==> src/rtl/bcd_field_counter.sv <==
// Single-clock BCD time-field counter (seconds/minutes/hours), chainable via tick_in/carry_out.
// Optional auto-repeat of set-mode stepping is compiled in with `define BCD_FIELD_AUTOREPEAT_EN.
module bcd_field_counter #(
    parameter int MODULUS       = 60,
    parameter int MIN_VALUE     = 0,
    parameter int DIGITS        = 2,
    parameter int REPEAT_DELAY  = 1000,
    parameter int REPEAT_PERIOD = 250
) (
    input  logic                  clk,
    input  logic                  reset,
    input  logic                  tick_in,
    input  logic                  set_ena,
    input  logic                  up,
    input  logic                  down,
    output logic [4*DIGITS-1:0]   BCD_out,
    output logic                  carry_out,
    output logic                  at_max
);

    localparam int MAX_VALUE = MIN_VALUE + MODULUS - 1;
    localparam int VW_RAW    = $clog2(MIN_VALUE + MODULUS);
    localparam int VW        = (VW_RAW < 1) ? 1 : VW_RAW;
    localparam logic [VW-1:0] MIN_V = VW'(MIN_VALUE);
    localparam logic [VW-1:0] MAX_V = VW'(MAX_VALUE);

    // Elaboration-time parameter sanity checks
    if (MODULUS < 1 || MIN_VALUE < 0 || MAX_VALUE >= 10**DIGITS) begin : g_bad_range
        $error("bcd_field_counter: range does not fit in DIGITS BCD digits");
    end
    if (REPEAT_DELAY < 1 || REPEAT_PERIOD < 1) begin : g_bad_repeat
        $error("bcd_field_counter: repeat timing must be at least one cycle");
    end

    function automatic logic [VW-1:0] inc_wrap(input logic [VW-1:0] v);
        return (v == MAX_V) ? MIN_V : v + VW'(1);
    endfunction

    function automatic logic [VW-1:0] dec_wrap(input logic [VW-1:0] v);
        return (v == MIN_V) ? MAX_V : v - VW'(1);
    endfunction

    function automatic logic [4*DIGITS-1:0] to_bcd(input logic [VW-1:0] v);
        logic [4*DIGITS-1:0] res;
        int unsigned         rem;
        res = {(4*DIGITS){1'b0}};
        rem = 32'(v);
        for (int i = 0; i < DIGITS; i++) begin
            res[4*i +: 4] = 4'(rem % 32'd10);
            rem           = rem / 32'd10;
        end
        return res;
    endfunction

    logic [VW-1:0] value_q, value_d;
    logic          up_q, down_q;
    logic          up_edge_s, down_edge_s;
    logic          step_up_s, step_dn_s;

    assign up_edge_s   = up & ~up_q;
    assign down_edge_s = down & ~down_q;

`ifdef BCD_FIELD_AUTOREPEAT_EN
    localparam int HOLD_MAX = (REPEAT_DELAY > REPEAT_PERIOD) ? REPEAT_DELAY : REPEAT_PERIOD;
    localparam int HW       = $clog2(HOLD_MAX + 1);

    // hold_q counts cycles since the last step; zero means no repeat is armed
    logic [HW-1:0] hold_q, hold_d;
    logic          rpt_q, rpt_d;
    logic          rpt_fire_s;

    // Hold counter next state and repeat-step generation
    always_comb begin
        hold_d     = {HW{1'b0}};
        rpt_d      = 1'b0;
        rpt_fire_s = 1'b0;
        if (set_ena && (up ^ down)) begin
            if (up_edge_s || down_edge_s) begin
                hold_d = HW'(1);
                rpt_d  = 1'b0;
            end else if (hold_q != {HW{1'b0}}) begin
                if (!rpt_q && hold_q == HW'(REPEAT_DELAY)) begin
                    rpt_fire_s = 1'b1;
                    hold_d     = HW'(1);
                    rpt_d      = 1'b1;
                end else if (rpt_q && hold_q == HW'(REPEAT_PERIOD)) begin
                    rpt_fire_s = 1'b1;
                    hold_d     = HW'(1);
                    rpt_d      = 1'b1;
                end else begin
                    hold_d = hold_q + HW'(1);
                    rpt_d  = rpt_q;
                end
            end else begin
                hold_d = {HW{1'b0}};
                rpt_d  = 1'b0;
            end
        end else begin
            hold_d = {HW{1'b0}};
            rpt_d  = 1'b0;
        end
    end

    // Hold counter registers
    always_ff @(posedge clk) begin
        if (reset) begin
            hold_q <= {HW{1'b0}};
            rpt_q  <= 1'b0;
        end else begin
            hold_q <= hold_d;
            rpt_q  <= rpt_d;
        end
    end

    assign step_up_s = up_edge_s   | (rpt_fire_s & up);
    assign step_dn_s = down_edge_s | (rpt_fire_s & down);
`else
    assign step_up_s = up_edge_s;
    assign step_dn_s = down_edge_s;
`endif

    // Value next state: tick counting in run mode, button stepping in set mode
    always_comb begin
        value_d = value_q;
        if (!set_ena) begin
            if (tick_in) begin
                value_d = inc_wrap(value_q);
            end else begin
                value_d = value_q;
            end
        end else if (step_up_s && !step_dn_s) begin
            value_d = inc_wrap(value_q);
        end else if (step_dn_s && !step_up_s) begin
            value_d = dec_wrap(value_q);
        end else begin
            value_d = value_q;
        end
    end

    // Value and button-edge registers
    always_ff @(posedge clk) begin
        if (reset) begin
            value_q <= MIN_V;
            up_q    <= 1'b0;
            down_q  <= 1'b0;
        end else begin
            value_q <= value_d;
            up_q    <= up;
            down_q  <= down;
        end
    end

    // Carry is combinational so a whole chain rolls over in the tick cycle
    assign BCD_out   = to_bcd(value_q);
    assign at_max    = (value_q == MAX_V);
    assign carry_out = tick_in & at_max & ~set_ena;

endmodule
==> config.mk <==
export PLATFORM = sky130hd
export DESIGN_NAME = bcd_field_counter
export DESIGN_NICKNAME = d
export VERILOG_FILES = /design/src/rtl/bcd_field_counter.sv
export SDC_FILE = /design/constraint.sdc
export NUM_CORES = 1
export LEC_CHECK = 0
export ABC_AREA = 1
export CAP_MARGIN = 20
export CORE_MARGIN = 2
export CORE_UTILIZATION = 45
export CTS_CLUSTER_DIAMETER = 120
export DETAILED_ROUTE_END_ITERATION = 6
export GPL_ROUTABILITY_DRIVEN = 0
export PLACE_DENSITY_LB_ADDON = 0.3
export SYNTH_ARGS = -nofsm -noshare
export SYNTH_HDL_FRONTEND = slang
export SYNTH_SLANG_ARGS = --single-unit
export TNS_END_PERCENT = 1
==> constraint.sdc <==
create_clock -name clk -period 2.4 [get_ports clk]
set_input_delay 0.24 -clock clk [delete_from_list [all_inputs] [get_ports clk]]
set_output_delay 0.24 -clock clk [all_outputs]
set_load 0.02 [all_outputs]
==> impl.org, run 1 <==
** Outcome
- Status :: finished, final reports clean

** Place
- Total cell area at the placement stage :: about 1400 um2
- OpenSTA, run right after detailed placement, puts the worst setup slack at -0.151 ns.
- In this run, placement finished with an instance count of 221.
- During placement, the flow inserted port buffers numbering 14.
- Half-perimeter wire length of the detailed placement result :: about 2100 um

** Routing
- Routed wire length :: roughly 2700 um
- Detailed-routing wirelength on met1 :: 1140 um
- Dividing the detail-routed via count by the number of cells gives roughly 5.1.
- Number of vias after detailed routing :: 1147
- Met3 wirelength from detailed routing :: around 96 um
- First-pass iteration count of the detailed router :: 4
- In the routed design, unresolved DRC markers number 0.
- Signal routing reaches up to met4.
- In this run, the number of DRC markers left after iteration 0 of detailed routing was 28.
- Dividing the detail-routed wire length by the instance count gives 12.0 um.
- The count of nets left with antenna violations once routing finished came out at 0.
- Total length of routed met2 wires :: roughly 1400 um

** Yosys
- Post-synthesis cell count :: ~170
- Yosys mapped the design onto 33 distinct sky130hd cell types.
- Synthesis produced a netlist with a net count of about 180.
- Area of the mapped netlist :: approximately 1100 um2
- Number of flops mapped to enable cells by yosys :: 0
- Most used flip-flop cell after synthesis :: sky130_fd_sc_hd__dfxtp_1
- Register bit count reported by yosys :: 8
- Proportion of synthesized chip area in sequential cells :: between 10% and 20%
- Synth Area per Inst :: around 6.5 um2
- For this run, the number of Yosys warnings is 0.
- Counting flops with an async set or reset pin after synthesis yields a share of 0%.

** Critical path
- WS Path Type :: flop to output port
- Critical R2R Launch :: down_q
- The worst setup path is captured at an output port.
- The critical path starts at value_q[4].
- The critical path ends at BCD_out[5].
- STA classifies the critical path startpoint as a flop.
- Along the worst path, the maximum fanout reaches 3.
- Reg2Reg Setup Slack :: 0.77 ns
- Number of cells on the worst reg-to-reg path :: 9
- In this run the critical register-to-register path is captured at value_q[1].
- STA puts the critical path data required time at ~2.2 ns.
- STA puts the critical path data arrival time at ~2.1 ns.

** Floorplanning
- In this run the vertical extent of the chip is roughly 53 um.
- Measured along the x axis, the die boundary spans 52.9 um.
- # rows :: 17
- The floorplan step defined a core boundary enclosing ~2200 um2.
- I/O pin count :: 16
- The floorplan step defined a die boundary enclosing around 2800 um2.
- Effective utilization at floorplan :: around half

** Global route
- The initial antenna violation count is 0.
- Global-route congestion overflow total :: 0
- Number of global-route vias before repair :: around 1100
- GRT Overall Usage :: 21.6%
- Entering global routing, the biggest net connects 10 pins.
- The first global-routing pass estimated between 4000 and 5000 um of wire.

** Cells and area
- Share of post-route cells with drive strength above 1 :: between 30 and 40%
- Diodes inserted :: 0
- Leaving out fill and tap cells, the most frequent cells in the layout are 32 x sky130_fd_sc_hd__nand2_1, 21 x sky130_fd_sc_hd__inv_1, 21 x sky130_fd_sc_hd__nor2_1, 21 x sky130_fd_sc_hd__buf_4, 12 x sky130_fd_sc_hd__nand3_1.
- Most common cell after layout, fill and taps aside :: sky130_fd_sc_hd__nand2_1
- Final layout net count :: between 200 and 250
- Once layout is complete, the utilization of the core stands at a little over three fifths.
- Fin cells :: 225
- Fill cell count :: about 190
- The finished cells cover roughly 1400 um2.
- Area overhead of the layout relative to synthesis :: 30.1%

** Timing
- Crit path setup slack, layout :: 0.0975 ns
- Fin. max-slew vios :: 0
- Based on the critical path, the design can be clocked at up to 0.434 GHz.
- After layout, the worst path uses between 90% and 100% of the clock period.
- Setup violations, final :: 0
- Final worst hold slack :: around 0.53 ns
- Clock skew :: roughly 0.0015 ns
- Setup repair after global routing could not meet its margin everywhere.
- Counting I/O delays and the setup requirement, the final critical path takes ~2.3 ns.
- Final hold violations :: 0

** Clocking
- Buffers from clock root to sink, at most :: 2
- For this design, the CTS-stage hold fixing added 0 buffers.
- After clock tree synthesis, the clock-pin slew on the worst setup and hold paths is about 0.060 ns.
- TritonCTS built the clock tree.
- CTS built an H-tree with a depth of 1.
- Buffers inserted during clock tree synthesis total 3.
- Clock latency on the worst-skew pair :: 0.26 ns
- CTS root buffer :: sky130_fd_sc_hd__clkbuf_4
- For this design, the sink count on the clock tree is 8.

** Job
- Number of max-cap violations :: 0

** Min path
- HP Class :: input pin to flop

** Power
- Dividing total power by cell area gives a power density of between 600 and 700 nW/um2.
- The analysis attributes to cell leakage a power of approximately 0.00071 uW.
- Peak VDD IR :: between 0.5 and 0.6 mV
-- sequential cells by signal, summed over array words and instances (netlist names) --
name / cells
value_q: 6
down_q: 1
up_q: 1
-- worst max-delay path: stages, from the launching register on --
cell and delay, ns:
sky130_fd_sc_hd__dfxtp_2 0.32, sky130_fd_sc_hd__inv_2 0.07, sky130_fd_sc_hd__nand2_4 0.06, sky130_fd_sc_hd__ha_4 0.27, sky130_fd_sc_hd__inv_2 0.04, sky130_fd_sc_hd__a21oi_4 0.17, sky130_fd_sc_hd__nor2_4 0.05, sky130_fd_sc_hd__buf_4 0.14
sky130_fd_sc_hd__nand2_4 0.07, sky130_fd_sc_hd__clkdlybuf4s50_1 0.60
-- what timing repair did --
action / in CTS / in global routing
buffers inserted: 0 / 1
endpoints found under the setup margin: 4 / 7
pin swaps: 0 / 3
gates resized for setup: 12 / 16
-- power by group --
group	internal (uW)	switching (uW)
Clock	57.7	53.1
Combinational	237	323
Sequential	149	22.3
-- worst min path at each step --
| stage | startpoint | endpoint | slack (ns) | depth (start not counted) |
|---|---|---|---|---|
| after detailed placement | value_q[0] | value_q[0] | 0.63 | 2 |
| after global placement | value_q[0] | value_q[0] | 0.61 | 2 |
| after global routing | down | down_q | 0.58 | 3 |
| after floorplan | reset | down_q | 0.31 | 1 |
| after CTS | down | down_q | 0.53 | 3 |
| final | down | down_q | 0.53 | 3 |
-- routing by layer --
layer | up-vias | global-route usage (%)
met3 | 4 | 2.54
met2 | 24 | 39.8
met4 | 0 | 5.13
met5 | - | 0
li1 | 588 | -
met1 | 531 | 26.2
-- cells in the mapped netlist, drive strengths merged (2+ instances only) --
library cell   n  area share, %
a21oi          5            4.1
a31oi          3            1.7
buf            6            4.1
dfxtp          8             15
ha             6            7.0
inv           26            9.3
nand2         43             20
nand3         15            7.9
nand3b         3            3.6
nand4          2            1.2
nor2          26             13
o21ai         17            9.3
xor2           3            2.4
-- layout make-up --
cell class	count	area (um2)	area share [%]
well taps	28	35.0	2.50
multi-input cells	126	798	57.0
repair buffers	34	279	19.9
flip-flops and latches	8	165	11.8
clock buffers	3	22.5	1.61
inverters	26	100	7.15
-- cells by family after synthesis --
family / share of synthesized area, %
XOR/XNOR: 2.44
AND/OR/NAND/NOR: 46.2
AO/OA/AOI/OAI: 15.8
other: 0.349
buffers and inverters: 13.4
adder cells (fa/ha/maj): 6.98
flip-flops: 14.9
-- metrics by stage --
stage / total power, uW / TNS [ns]
detailed placement: 729 / -0.327
global route: 915 / -0.0656
floorplan: 541 / 0
CTS: 814 / -0.0358
finish: 842 / 0
global placement: 714 / -0.148
Note: power is estimated with default switching activity, not from simulation.
==> inputs of run 2 (changes only) <==
CORE_UTILIZATION = 48   (was 45)
SKIP_LAST_GASP = 1   (was default)
==> run 2 against run 1 <==
  * Global-route usage rose by 0.097 points
  * Core utilization rose by 2.1 points
  * Non-clock buffer count fell by 1
  * Largest cell class unchanged
  * Setup slack got worse by 0.022 ns
  * Routed wire length fell by 6.2%
  * Total power rose by 0.61%
  * Register-to-register slack improved by 0.06 ns
==> impl.org, run 2 (synthesis gave the netlist of run 1 again) <==
** Timing
- Setup violations, final :: 0
- Final critical-path share of the clock period :: between 90 and 100%
- The number of slew-limit violations in the final report is 0.
- For this run, the top clock speed supported by timing is 0.430 GHz.
- The count of endpoints failing hold in the final timing report came to 0.
- Setup repair after global routing missed its margin :: true
- Clock skew :: roughly 0.0015 ns
- After routing, the total negative slack on setup checks comes to 0 ns.
- Crit path time final :: roughly 2.3 ns

** Floorplanning
- For this configuration, the core starts out at a cell density of between 40% and 50%.
- The die is around 51 um wide.
- Die area :: roughly 2600 um2
- Die extent in y :: 51.3 um
- # rows :: 17
- Placeable core region :: 2170 um2
- I/O pin count :: 16

** Routing
- Number of nets with antenna violations after detailed routing :: 0
- The pre-antenna-repair detailed-routing pass consisted of 4 iterations.
- Detailed-route DRC error count :: 0
- Dividing the detail-routed via count by the number of cells gives roughly 5.
- Routed wire length :: roughly 2500 um
- Number of vias after detailed routing :: 1119
- First DRT Iteration DRCs :: 52
- Mean routed wirelength per cell :: roughly 11 um

** Power
- Power density relative to cell area :: 603 nW/um2
- The worst-case IR drop observed on VDD is ~0.34 mV.
- The analysis attributes to cell leakage a power of ~0.0007 uW.
- Tot Pwr :: roughly 850 uW

** Global route
- GRT Overall Usage :: 21.7%
- Number of global-route vias before repair :: 1030
- First-pass GRT wire length :: about 4300 um
- Maximum number of pins on one net before global-route repair :: 14
- Global routing finished with a remaining overflow of 0.
- The initial antenna violation count was 0.

** Cells and area
- Flip-flop count of the largest register, all copies and words added :: 6
- Share of post-route cells with drive strength above 1 :: between 30 and 40%
- Excluding fillers, the count of instances in the completed layout stands at between 200 and 250.
- The largest registers in the layout are value_q: 6 flops, down_q: 1 flops, up_q: 1 flops.
- More flip-flops sit in one register than any other, and that register is value_q.
- Final layout net count :: 210
- Leaving out fill and tap cells, the most frequent cell in the layout is sky130_fd_sc_hd__nand2_1.
- Highest-count cells in the layout ignoring fill and taps :: 33 x sky130_fd_sc_hd__nand2_1, 21 x sky130_fd_sc_hd__inv_1, 21 x sky130_fd_sc_hd__nor2_1, 18 x sky130_fd_sc_hd__buf_4, 13 x sky130_fd_sc_hd__nand3_1
- The area growth from synthesis to layout is 30.6%.
- Diodes inserted :: 0

** Clocking
- Clock-pin slew was measured on the worst setup and hold paths at around 0.060 ns.
- Total clock buffers created by CTS :: 3
- Clock latency on the worst-skew pair :: about 0.27 ns
- The tree is rooted in a sky130_fd_sc_hd__clkbuf_4.
- Buffers from clock root to sink, at most :: 2
- TritonCTS built the clock tree.
- The tree built by TritonCTS fans out to 8 sinks.
- In this run the number of H-tree levels came out at 1.

** Job
- The tool flagged a number of max-cap violations equal to 0.

** Critical path
- Critical Path Slowest Stage Cell :: sky130_fd_sc_hd__dfxtp_2
- Delay of the slowest cell on the worst path :: around 0.33 ns
- STA classifies the critical path endpoint as an output port.
- Data arrives at the worst endpoint at between 2 and 2.5 ns.
- On the critical path the largest part of the delay comes from buffers and inverters.
- By instance count, the cell type seen most on the critical path is sky130_fd_sc_hd__nand2_4.
- For the worst setup path, the data required time is approximately 2.2 ns.
- The number of buffers and inverters on the critical path is 4.
- Of all nets on the critical path, the largest fanout is 4.
- WS Path Type :: flop to output port
- STA classifies the critical path startpoint as a flop.
- Ordered list of cells on the worst path :: inv_2, nand2_4, ha_4, inv_2, a21oi_4, nor2_4, buf_4, nand2_4, nand2_2, nor2_4, nor2_8, nand2_4, clkdlybuf4s15_1

** Place
- The HPWL after detailed placement is a little under 2000 um.
- Number of port buffers :: 14
- Placed insts :: between 200 and 250

** Min path
- The path class of the tightest hold or removal check is input pin to flop.

** Outcome
- Status :: finished, final reports clean
==> run 2: timing repair <==
action                     in CTS  in global routing
buffers inserted                0                  1
resized for setup               4                 23
hold buffers                    0                  0
pin swaps                       0                  4
setup endpoints to repair       4                  7
==> run 2: worst register-to-register path, stage by stage (launching register included) <==
cell and delay [ns]:
sky130_fd_sc_hd__dfxtp_1 0.37, sky130_fd_sc_hd__inv_1 0.18, sky130_fd_sc_hd__ha_1 0.19, sky130_fd_sc_hd__inv_1 0.04, sky130_fd_sc_hd__nor2_1 0.10, sky130_fd_sc_hd__inv_1 0.06, sky130_fd_sc_hd__o21ai_0 0.12, sky130_fd_sc_hd__o21ai_0 0.09
sky130_fd_sc_hd__o21ai_0 0.18, sky130_fd_sc_hd__a31oi_1 0.11
==> run 2: final cells by class <==
type	instances	area (um2)
fillers	209	764
multi-input cells	126	798
flip-flops and latches	8	165
clock buffers	3	22.5
well taps	28	35.0
inverters	26	100
repair buffers	33	284
==> run 2: metrics by stage <==
stage	utilization [%]	hold WS, ns	instance area, um2	setup slack (ns)
after CTS	62.7	0.530	1360	-0.150
after global placement	61.9	0.617	1340	-0.0772
after global routing	64.8	0.551	1410	-0.0574
after floorplan	-	0.311	1080	0.200
after detailed placement	61.9	0.620	1340	-0.130
final	64.8	0.527	1410	0.0756
==> run 2: power breakdown <==
group | leakage [uW] | internal, uW | switching [uW]
combinational | 0.000628 | 242 | 322
clock | 0.0000138 | 57.8 | 54.2
sequential | 0.0000677 | 149 | 21.8
total | 0.000709 | 449 | 398
==> run 2: path summary, 6_finish.rpt <==
path / startpoint / to / slack, ns / depth (start not counted)
setup / recovery: value_q[4] / BCD_out[4] / 0.08 / 13
hold / removal: down / down_q / 0.53 / 3
setup reg to reg: value_q[0] / value_q[4] / 0.83 / 9
hold reg to reg: value_q[1] / value_q[1] / 0.62 / 2
==> run 2: routing by layer <==
layer / share of wire, % / wire length (um) / vias up / GRT usage, %
met3: 4.3 / 108 / 10 / 3.22
met2: 48 / 1200 / 31 / 36.1
met5: 0 / 0 / - / 0
li1: - / - / 587 / -
met1: 46 / 1160 / 491 / 27.8
met4: 2.4 / 60 / 0 / 8.77
